<file path="config.mk">
export PLATFORM = sky130hd
export DESIGN_NAME = round_referee
export DESIGN_NICKNAME = d
export VERILOG_FILES = /design/src/rtl/game_pkg.sv /design/src/rtl/frame_sampler.sv /design/src/rtl/round_referee.sv
export SDC_FILE = /design/constraint.sdc
export NUM_CORES = 1
export LEC_CHECK = 0
export ABC_AREA = 1
export BUFFER_PORTS_ARGS = -buffer_cell sky130_fd_sc_hd__buf_2
export CORE_MARGIN = 2
export CORE_UTILIZATION = 35
export DETAILED_ROUTE_END_ITERATION = 12
export GPL_ROUTABILITY_DRIVEN = 0
export PLACE_DENSITY = 0.64
export SYNTH_ARGS = -nofsm -noshare
export SYNTH_HDL_FRONTEND = slang
export SYNTH_HIERARCHICAL = 1
export SYNTH_SLANG_ARGS = --single-unit
</file>
<file path="constraint.sdc">
create_clock -name clk -period 1.8 [get_ports clk]
set_input_delay 0.36 -clock clk [delete_from_list [all_inputs] [get_ports clk]]
set_output_delay 0.36 -clock clk [all_outputs]
set_load 0.1 [all_outputs]
</file>
<file path="src/rtl/game_pkg.sv">
// game_pkg: shared definitions for the round referee.
//   ref_state_e         - referee FSM state encoding
//   DEF_ROUND_FRAMES    - default frames to survive for a win
//   DEF_MAX_OUT_FRAMES  - default consecutive unsafe frames causing a loss
package game_pkg;

    typedef enum logic [1:0] {
        ST_IDLE,
        ST_PLAY,
        ST_PAUSE,
        ST_DONE
    } ref_state_e;

    localparam int unsigned DEF_ROUND_FRAMES   = 1800;
    localparam int unsigned DEF_MAX_OUT_FRAMES = 15;

endpackage

</file>
<file path="src/rtl/frame_sampler.sv">
// frame_sampler: derives the per-frame tick from the scan position and
// captures the safe flag under the ball centre during each frame.
//   clk, rst        - clock, synchronous active-high reset
//   screen_x_i/y_i  - current scan position
//   is_safe_i       - safe flag for the current scan position
//   ball_x_i/y_i    - ball centre
//   tick_o          - first cycle of a frame (scan enters (0,0))
//   sample_safe_o   - verdict for the frame that just ended (valid with tick_o);
//                     a frame in which the ball was never scanned counts as safe
module frame_sampler #(
    parameter int unsigned XW = 10,
    parameter int unsigned YW = 10
) (
    input  logic          clk,
    input  logic          rst,
    input  logic [XW-1:0] screen_x_i,
    input  logic [YW-1:0] screen_y_i,
    input  logic          is_safe_i,
    input  logic [XW-1:0] ball_x_i,
    input  logic [YW-1:0] ball_y_i,
    output logic          tick_o,
    output logic          sample_safe_o
);

    logic at_origin;
    logic ball_hit;
    logic prev_origin_q;
    logic primed_q;
    logic sample_q;
    logic sampled_q;

    assign at_origin = (screen_x_i == '0) && (screen_y_i == '0);
    assign ball_hit  = (screen_x_i == ball_x_i) && (screen_y_i == ball_y_i);

    // primed_q suppresses a tick in the very first cycle after reset even
    // though the previous-origin flag is cleared by reset.
    assign tick_o        = at_origin && !prev_origin_q && primed_q;
    assign sample_safe_o = !sampled_q || sample_q;

    always_ff @(posedge clk) begin
        if (rst) begin
            prev_origin_q <= 1'b0;
            primed_q      <= 1'b0;
            sample_q      <= 1'b0;
            sampled_q     <= 1'b0;
        end else begin
            prev_origin_q <= at_origin;
            primed_q      <= 1'b1;
            // A hit in the tick cycle itself belongs to the new frame, so it
            // takes priority over the clear.
            if (ball_hit) begin
                sample_q  <= is_safe_i;
                sampled_q <= 1'b1;
            end else if (tick_o) begin
                sample_q  <= 1'b0;
                sampled_q <= 1'b0;
            end
        end
    end

endmodule

</file>
<file path="src/rtl/round_referee.sv">
// round_referee: decides win/loss of a round from per-frame ball safety.
//   clk, rst          - clock, synchronous active-high reset
//   i_game_running    - game running (0 = paused)
//   i_level_rdy       - level generated and valid (0 = regeneration/abort)
//   i_screen_x/y      - current scan position
//   i_is_safe         - safe flag for the current scan position
//   i_ball_x/y        - ball centre
//   o_round_ended     - one-cycle pulse on round end
//   o_is_win          - round result, held until the next round starts
//   o_time_left       - remaining frames
//   o_out_count       - consecutive unsafe frames
module round_referee
    import game_pkg::*;
#(
    parameter int unsigned SCREEN_WIDTH   = 800,
    parameter int unsigned SCREEN_HEIGHT  = 600,
    parameter int unsigned ROUND_FRAMES   = DEF_ROUND_FRAMES,
    parameter int unsigned MAX_OUT_FRAMES = DEF_MAX_OUT_FRAMES
) (
    input  logic                                clk,
    input  logic                                rst,
    input  logic                                i_game_running,
    input  logic                                i_level_rdy,
    input  logic [$clog2(SCREEN_WIDTH)-1:0]     i_screen_x,
    input  logic [$clog2(SCREEN_HEIGHT)-1:0]    i_screen_y,
    input  logic                                i_is_safe,
    input  logic [$clog2(SCREEN_WIDTH)-1:0]     i_ball_x,
    input  logic [$clog2(SCREEN_HEIGHT)-1:0]    i_ball_y,
    output logic                                o_round_ended,
    output logic                                o_is_win,
    output logic [$clog2(ROUND_FRAMES+1)-1:0]   o_time_left,
    output logic [$clog2(MAX_OUT_FRAMES+1)-1:0] o_out_count
);

    localparam int unsigned XW = $clog2(SCREEN_WIDTH);
    localparam int unsigned YW = $clog2(SCREEN_HEIGHT);
    localparam int unsigned TW = $clog2(ROUND_FRAMES + 1);
    localparam int unsigned OW = $clog2(MAX_OUT_FRAMES + 1);

    localparam logic [TW-1:0] TIME_INIT = TW'(ROUND_FRAMES);
    localparam logic [OW-1:0] OUT_MAX   = OW'(MAX_OUT_FRAMES);

    ref_state_e    state_q, state_d;
    logic [TW-1:0] time_q, time_d;
    logic [OW-1:0] out_q, out_d;
    logic          win_q, win_d;
    logic          ended_q, ended_d;

    logic          tick;
    logic          sample_safe;
    logic          play_tick;
    logic [TW-1:0] time_dec;
    logic [OW-1:0] out_inc;
    logic [OW-1:0] frame_out;

    frame_sampler #(
        .XW (XW),
        .YW (YW)
    ) u_sampler (
        .clk           (clk),
        .rst           (rst),
        .screen_x_i    (i_screen_x),
        .screen_y_i    (i_screen_y),
        .is_safe_i     (i_is_safe),
        .ball_x_i      (i_ball_x),
        .ball_y_i      (i_ball_y),
        .tick_o        (tick),
        .sample_safe_o (sample_safe)
    );

    // Saturating counter updates for the frame that just ended.
    assign time_dec  = (time_q == '0) ? '0 : time_q - 1'b1;
    assign out_inc   = (out_q == OUT_MAX) ? OUT_MAX : out_q + 1'b1;
    assign frame_out = sample_safe ? '0 : out_inc;
    assign play_tick = (state_q == ST_PLAY) && i_level_rdy && i_game_running && tick;

    // State register
    always_ff @(posedge clk) begin
        if (rst) begin
            state_q <= ST_IDLE;
            time_q  <= '0;
            out_q   <= '0;
            win_q   <= 1'b0;
            ended_q <= 1'b0;
        end else begin
            state_q <= state_d;
            time_q  <= time_d;
            out_q   <= out_d;
            win_q   <= win_d;
            ended_q <= ended_d;
        end
    end

    // Next-state logic
    always_comb begin
        state_d = state_q;
        case (state_q)
            ST_IDLE: begin
                if (i_game_running && i_level_rdy) state_d = ST_PLAY;
            end
            ST_PLAY: begin
                if (!i_level_rdy) begin
                    state_d = ST_IDLE;
                end else if (!i_game_running) begin
                    state_d = ST_PAUSE;
                end else if (tick && ((frame_out == OUT_MAX) || (time_dec == '0))) begin
                    state_d = ST_DONE;
                end
            end
            ST_PAUSE: begin
                if (!i_level_rdy) begin
                    state_d = ST_IDLE;
                end else if (i_game_running) begin
                    state_d = ST_PLAY;
                end
            end
            ST_DONE: begin
                if (!i_level_rdy) state_d = ST_IDLE;
            end
            default: state_d = ST_IDLE;
        endcase
    end

    // Output / counter logic
    always_comb begin
        time_d  = time_q;
        out_d   = out_q;
        win_d   = win_q;
        ended_d = (state_d == ST_DONE) && (state_q != ST_DONE);
        if ((state_q == ST_IDLE) && (state_d == ST_PLAY)) begin
            time_d = TIME_INIT;
            out_d  = '0;
            win_d  = 1'b0;
        end else if (play_tick) begin
            time_d = time_dec;
            out_d  = frame_out;
            // A loss on the same tick as timer expiry still counts as a loss.
            if (state_d == ST_DONE) win_d = (frame_out != OUT_MAX);
        end
    end

    assign o_round_ended = ended_q;
    assign o_is_win      = win_q;
    assign o_time_left   = time_q;
    assign o_out_count   = out_q;

endmodule

</file>
==> metrics, run 1 <==
status=finished with violations; failing checks=setup timing; Post-synth EDFFs=0; Most common cell on crit path=nand2_1; endpoints failing setup=3; Tcrit/Tclk final=106%; wire length on met3=157 um; layout cells sized above 1=40.7%; max_cap viols=0; total gr overflow=0; Avg Cell Area, Syn=5.97 sq um; cells after synthesis=290; post-synth top area share=26.6%; vias in the first global route=between 1,500 and 2,000; critical path's largest stage delay=about 360 ps; RSZ-0062 raised after global routing=true; synth warn=6; Clock Latency Late Sink=270 ps; vias=1,973; Worst Skew=2.51 ps; Synth Cell Area=1730 sq um; PwrDens=489 nW/um^2; WL final=4.46 mm; Yosys cell types=28; post-route cell area=2550 sq um; post-synthesis async set-or-reset flop share=0%; All-Layer GR Usage=~17%; cell area after placement=2410 sq um; Startpoint Class=flop; worst path bufs/invs=1; I/O pin count=between 60 and 70; largest net degree at the start of global routing=14; initial core utilization=36.4%; Synth Flop Type=dfxtp_1; met1 WL=~2 mm; # rows=25; post-route minimum period=1900 ps; Core ar.=4750 sq um; Pleak=1.38 nW; max_slew headroom=67.3%; antenna violations before repair=0; first-pass GRT wire length=around 7.5 mm; worst slew pin tran=495 ps; router iterations before antenna repair=4; Net Count, Synth=roughly 340; Worst Path Arrival=approximately 2100 ps; CP cell instances=inv_4 -> ha_4 -> nand2_4 -> nor2_4 -> nand3_2 -> nand3_2 -> nand2_1 -> nor2_1 -> nand3_1 -> nand2_1 -> nand2_1 -> nand2_1 -> nand2_1 -> nand2_2 -> nand3_2 -> nand2_2 -> nor2_2; area delta synth->final=47.3%; Hold Violations, Final=0; total negative slack=-184 ps; worst vdd ir=roughly 0.24 mV; max-slew violations=0; Clock transition at path regs=80 ps; vias per cell=between 4 and 5; CTS tree=yes; die area=between 5000 and 6000 sq um; sequential share of the synthesized area=a little over a quarter; Clock Tree Buf Depth=2; Worst Setup End Kind=flop; top layer in use=met4; Hold Path Class=primary input to flop; DRT iter0 DRCs=81; antenna cell count=0; Yosys reg bits=23; Tot Pwr=1.25 mW; Critical Path RT=1970 ps; H-tree Lvls=1; post-synth top area cell=dfxtp_1; routed wl met2=2.28 mm; fmax=0.526 GHz; clock sink count=23; Clock Tree Root=clkbuf_8; Die Height=74.3 um; nets=436; Setup CP Type=flop to flop; CP max FO=5; family with the most delay on the worst path=simple AND/OR/NAND/NOR gates; Routed WL per cell=between 9 and 10 um; Port Buffers=61; Detailed Place HPWL=3.63 mm; Antenna Nets Post-Route=0; final setup margin=-101 ps; Area contributors post-synth=dfxtp_1 (27%), nand2_1 (18%), inv_1 (10%); clock buffer count from CTS=3; Residual DRC=0; die width=74.3 um; Crit-path slowest cell=dfxtp_4
==> what timing repair did <==
action / CTS / global route
pin swaps: 2 / 4
setup endpoints to repair: 3 / 3
resized for setup: 4 / 11
cloned: 0 / 1
hold buffers: 0 / 0
setup buffers: 1 / 3
==> cells in the final DEF, fill, tap and decap left out, types with 3 or more instances in the layout <==
cell type / Yosys / routed
inv_2: 7 / 7
dfxtp_4: 0 / 10
nand3_2: 7 / 9
nor2_1: 40 / 36
nand2_1: 84 / 80
nand3_1: 13 / 11
dfxtp_2: 0 / 5
buf_4: 1 / 34
nor2_4: 3 / 3
inv_1: 47 / 45
a21oi_1: 15 / 15
nor3_1: 4 / 4
a211oi_1: 5 / 4
xnor2_1: 10 / 10
nand2_2: 4 / 7
dfxtp_1: 23 / 8
nor2_2: 3 / 7
clkbuf_8: 0 / 3
o21ai_0: 8 / 7
buf_2: 0 / 61
==> metrics by stage <==
step                hold slack [ps]  worst slack [ps]  util (%)  cells
floorplan                       432              -133         -    290
global route                    397              -256      53.6    455
CTS                             370             -58.4      52.2    451
detailed placement              493             -94.4      50.8    446
finish                          379              -101      53.6    455
global placement                476             -77.0      50.8    446
==> power by group <==
part / internal [mW] / total [mW] / switching (mW)
clock network: 0.155 / 0.328 / 0.173
registers: 0.506 / 0.515 / 0.00906
logic: 0.174 / 0.404 / 0.230
total: 0.835 / 1.25 / 0.412
==> cell usage after synthesis (all sizes together) (2+ instances only) <==
master	instances
a211oi	5
a21oi	16
a221oi	2
buf	2
clkbuf	2
dfxtp	23
ha	2
inv	54
nand2	88
nand3	20
nand4	2
nor2	46
nor3	5
o21ai	9
xnor2	10
==> layer usage <==
layer	vias up	GRT usage [%]
met5	-	0
met4	0	5.16
met3	7	2.98
met2	32	30.8
met1	843	20.1
li1	1091	-
==> registers in the layout (all words and copies together), names as in the netlist <==
register                 count
u_sampler/primed_q           1
o_is_win                     1
o_time_left                 11
u_sampler/sampled_q          1
o_out_count                  4
u_sampler/prev_origin_q      1
state_q                      2
u_sampler/sample_q           1
o_round_ended                1
==> worst reg2reg max path, stage by stage, from the launching register on <==
cell and delay [ps]:
dfxtp_4 360, inv_4 60, ha_4 140, nand2_4 50
nor2_4 140, nand3_2 170, nand3_2 140, nand2_1 70
nor2_1 100, nand3_1 80, nand2_1 60, nand2_1 40
nand2_1 50, nand2_1 50, nand2_2 110, nand3_2 70
nand2_2 60, nor2_2 40
==> cell families after synthesis <==
family	Yosys count	synth area share, %
flip-flops	23	26.6
AND/OR/NAND/NOR	162	42.0
adder cells (fa/ha/maj)	2	1.44
buffers and inverters	59	13.4
AO/OA/AOI/OAI	34	11.5
XOR/XNOR	10	5.06
==> final timing paths <==
kind	startpoint	endpoint	slack (ps)	depth (start not counted)
worst max-delay path	o_time_left[1]$_SDFFE_PP0P_	o_is_win$_SDFFE_PP0P_	-100	17
worst min-delay path	i_level_rdy	state_q[0]$_SDFF_PP0_	380	3
worst max register to register	o_time_left[1]$_SDFFE_PP0P_	o_is_win$_SDFFE_PP0P_	-100	17
worst min register to register	o_out_count[1]$_SDFFE_PP0P_	o_out_count[1]$_SDFFE_PP0P_	500	2
==> final cells by class <==
class / instances / area (sq um)
clock buffer: 3 / 41.3
clock inverter: 1 / 5.00
fill: 504 / 2200
inverter: 55 / 211
multi-input combinational: 209 / 1110
sequential: 23 / 504
tap: 67 / 83.8
timing repair buffer: 97 / 592
No activity file was read; power rests on OpenSTA's default activity.
==> run 2: changes to the inputs <==
==> constraint.sdc (replaced) <==
create_clock -name clk -period 1.8 [get_ports clk]
set_input_delay 0.36 -clock clk [delete_from_list [all_inputs] [get_ports clk]]
set_output_delay 0.36 -clock clk [all_outputs]
set_load 0.01 [all_outputs]
==> metrics, run 2 (synthesis gave the netlist of run 1 again) <==
worst path bufs/invs=2 (+1); Reg2Reg Launch Point=o_time_left[1]$_SDFFE_PP0P_; family with the most delay on the worst path=simple AND/OR/NAND/NOR gates; Setup CP Type=flop to flop; Hold Path Class=primary input to flop; Residual DRC=0 (unchanged); Clock Latency Late Sink=270 ps (about the same); Startpoint Class=flop; worst setup path startpoint=o_time_left[1]$_SDFFE_PP0P_; Tcrit/Tclk final=103% (-3.1 points); die area=5530 sq um (unchanged); CP cell instances=inv_2 -> ha_4 -> nand2_4 -> nor2_4 -> buf_6 -> nand2_2 -> o21a_1 -> nor2_1 -> nand3_1 -> nand2_1 -> nand2_1 -> nand2_1 -> nand2_1 -> nand2_2 -> nand3_2 -> nand2_2 -> nor2_2; Port Buffers=61 (unchanged); R2R Setup Slk=-50 ps (+50 ps); worst slew pin tran=347 ps (-148 ps); Placement Setup Slack=-116 ps (-21.8 ps); H-tree Lvls=1 (unchanged); failing checks=setup timing; Crit-path slowest cell=dfxtp_2; R2R cell count=17 (unchanged); antenna cell count=0 (unchanged); largest net degree at the start of global routing=14 (unchanged); Pleak=1.33 nW (-3.7%); Tot Pwr=1.18 mW (-5.1%); placed cell count=442 (-0.90%); Critical Path End=o_is_win$_SDFFE_PP0P_; post-route cell area=2410 sq um (-5.3%); Die Height=74.3 um (unchanged); reg2reg end=o_is_win$_SDFFE_PP0P_; endpoints failing setup=1 (-2); RSZ-0062 raised after global routing=true; Hold Violations, Final=0 (unchanged); Crit path depth=17 (unchanged); max FFs per register=11 (unchanged); Clock transition at path regs=90 ps (about the same); Worst Setup End Kind=flop; # rows=25 (unchanged); All-Layer GR Usage=17.3% (+0.43 points); first-pass GRT wire length=7.71 mm (+3.2%); I/O pin count=62 (unchanged); antenna violations before repair=0 (unchanged); cell area after placement=2320 sq um (-3.9%); Antenna Nets Post-Route=0 (unchanged); nets=429 (-1.6%); vias=1,985 (+0.61%); max_cap viols=0 (unchanged); Most common cell on crit path=nand2_1; total gr overflow=0 (unchanged); vias in the first global route=1,954 (+4.3%); critical path's largest stage delay=340 ps (-20 ps); PwrDens=490 nW/um^2 (+0.18%); Detailed Place HPWL=3.68 mm (+1.4%); area delta synth->final=39.5%; CTS tree=yes; clock sink count=23 (unchanged); die width=74.3 um (unchanged); CP max FO=3 (-2); Clock Tree Buf Depth=2 (unchanged); status=finished with violations; layout cells sized above 1=34.9% (-5.8 points); fmax=0.542 GHz (+3.0%); max-slew violations=0 (unchanged); WL final=4.44 mm (-0.52%); Clock Tree Root=clkbuf_8; DRT iter0 DRCs=61 (-25%); WHS Path Cells=3 (unchanged); Core ar.=4750 sq um (unchanged); Worst Path Arrival=2020 ps (-50 ps); final setup margin=-46.5 ps (+55.0 ps); commonest non-fill, non-tap cell in the layout=nand2_1; Worst Skew=7.23 ps (+4.72 ps); clock buffer count from CTS=3 (unchanged); Critical Path RT=1970 ps (about the same); Post-Layout Cell Count=448 (-1.5%); router iterations before antenna repair=4 (unchanged); Routed WL per cell=9.90 um (+1.0%); initial core utilization=36.4% (unchanged); Final Util=50.8% (-2.8 points); max_slew headroom=76.7% (+9.5 points); worst vdd ir=0.247 mV (+3.6%); most frequent cells in the layout=nand2_1 (80), buf_2 (61), inv_1 (45), nor2_1 (37), buf_4 (29); post-route minimum period=1850 ps (-55.0 ps); vias per cell=4.43 (+2.2%)
==> run 2: cell count changes in the layout (fill, tap and decap cells not counted), sizes merged <==
cell / delta
buf: -6
nand3: -1
==> run 2: power breakdown <==
part	internal [mW]	switching (mW)	total, mW	leakage [nW]
Combinational	0.164	0.169	0.333	1.12
Clock	0.155	0.170	0.325	0.0255
Sequential	0.518	0.00813	0.526	0.188
==> run 2: cell type report <==
class | instances | area [sq um]
multi-input combinational | 208 | 1080
inverter | 55 | 206
sequential | 23 | 463
clock buffer | 3 | 41.3
timing repair buffer | 91 | 534
fill | 515 | 2340
tap | 67 | 83.8
clock inverter | 1 | 5.00
==> run 2: worst register-to-register path: cells and delay by family (launching register included) <==
kind	cells	cell delay, ps
flops	1	340
fa+ha+maj	1	140
compound gates	1	190
simple gates	13	890
buf+inv	2	180
==> run 2: what timing repair did <==
action	in CTS	in global routing
setup buffers	2	0
resized for setup	10	3
cloned	0	0
hold buffers	0	0
endpoints found under the setup margin	3	3
pin swaps	6	4
==> run 2: metrics by stage <==
stage,TNS [ps],hold slack [ps]
finish,-46.5,381
global route,-748,398
CTS,-49.3,374
detailed placement,-170,482
global placement,-50.2,480
floorplan,0,432
==> run 2: layer usage <==
metal	up-vias	GRT usage [%]	part of all wire, %
li1	1073	-	-
met1	870	20.5	44
met2	38	32.8	52
met3	4	1.90	3.0
met4	0	4.56	0.77
met5	-	0	0
==> run 2: worst min path at each step <==
stage                                            from                            endpoint  slack [ps]
after floorplan                                   rst  u_sampler/prev_origin_q$_SDFF_PP0_         430
after global placement    o_time_left[9]$_SDFFE_PP0P_         o_time_left[9]$_SDFFE_PP0P_         480
after detailed placement  o_time_left[9]$_SDFFE_PP0P_         o_time_left[9]$_SDFFE_PP0P_         480
after CTS                                 i_level_rdy               state_q[0]$_SDFF_PP0_         370
after global routing                      i_level_rdy               state_q[0]$_SDFF_PP0_         400
final                                     i_level_rdy               state_q[0]$_SDFF_PP0_         380
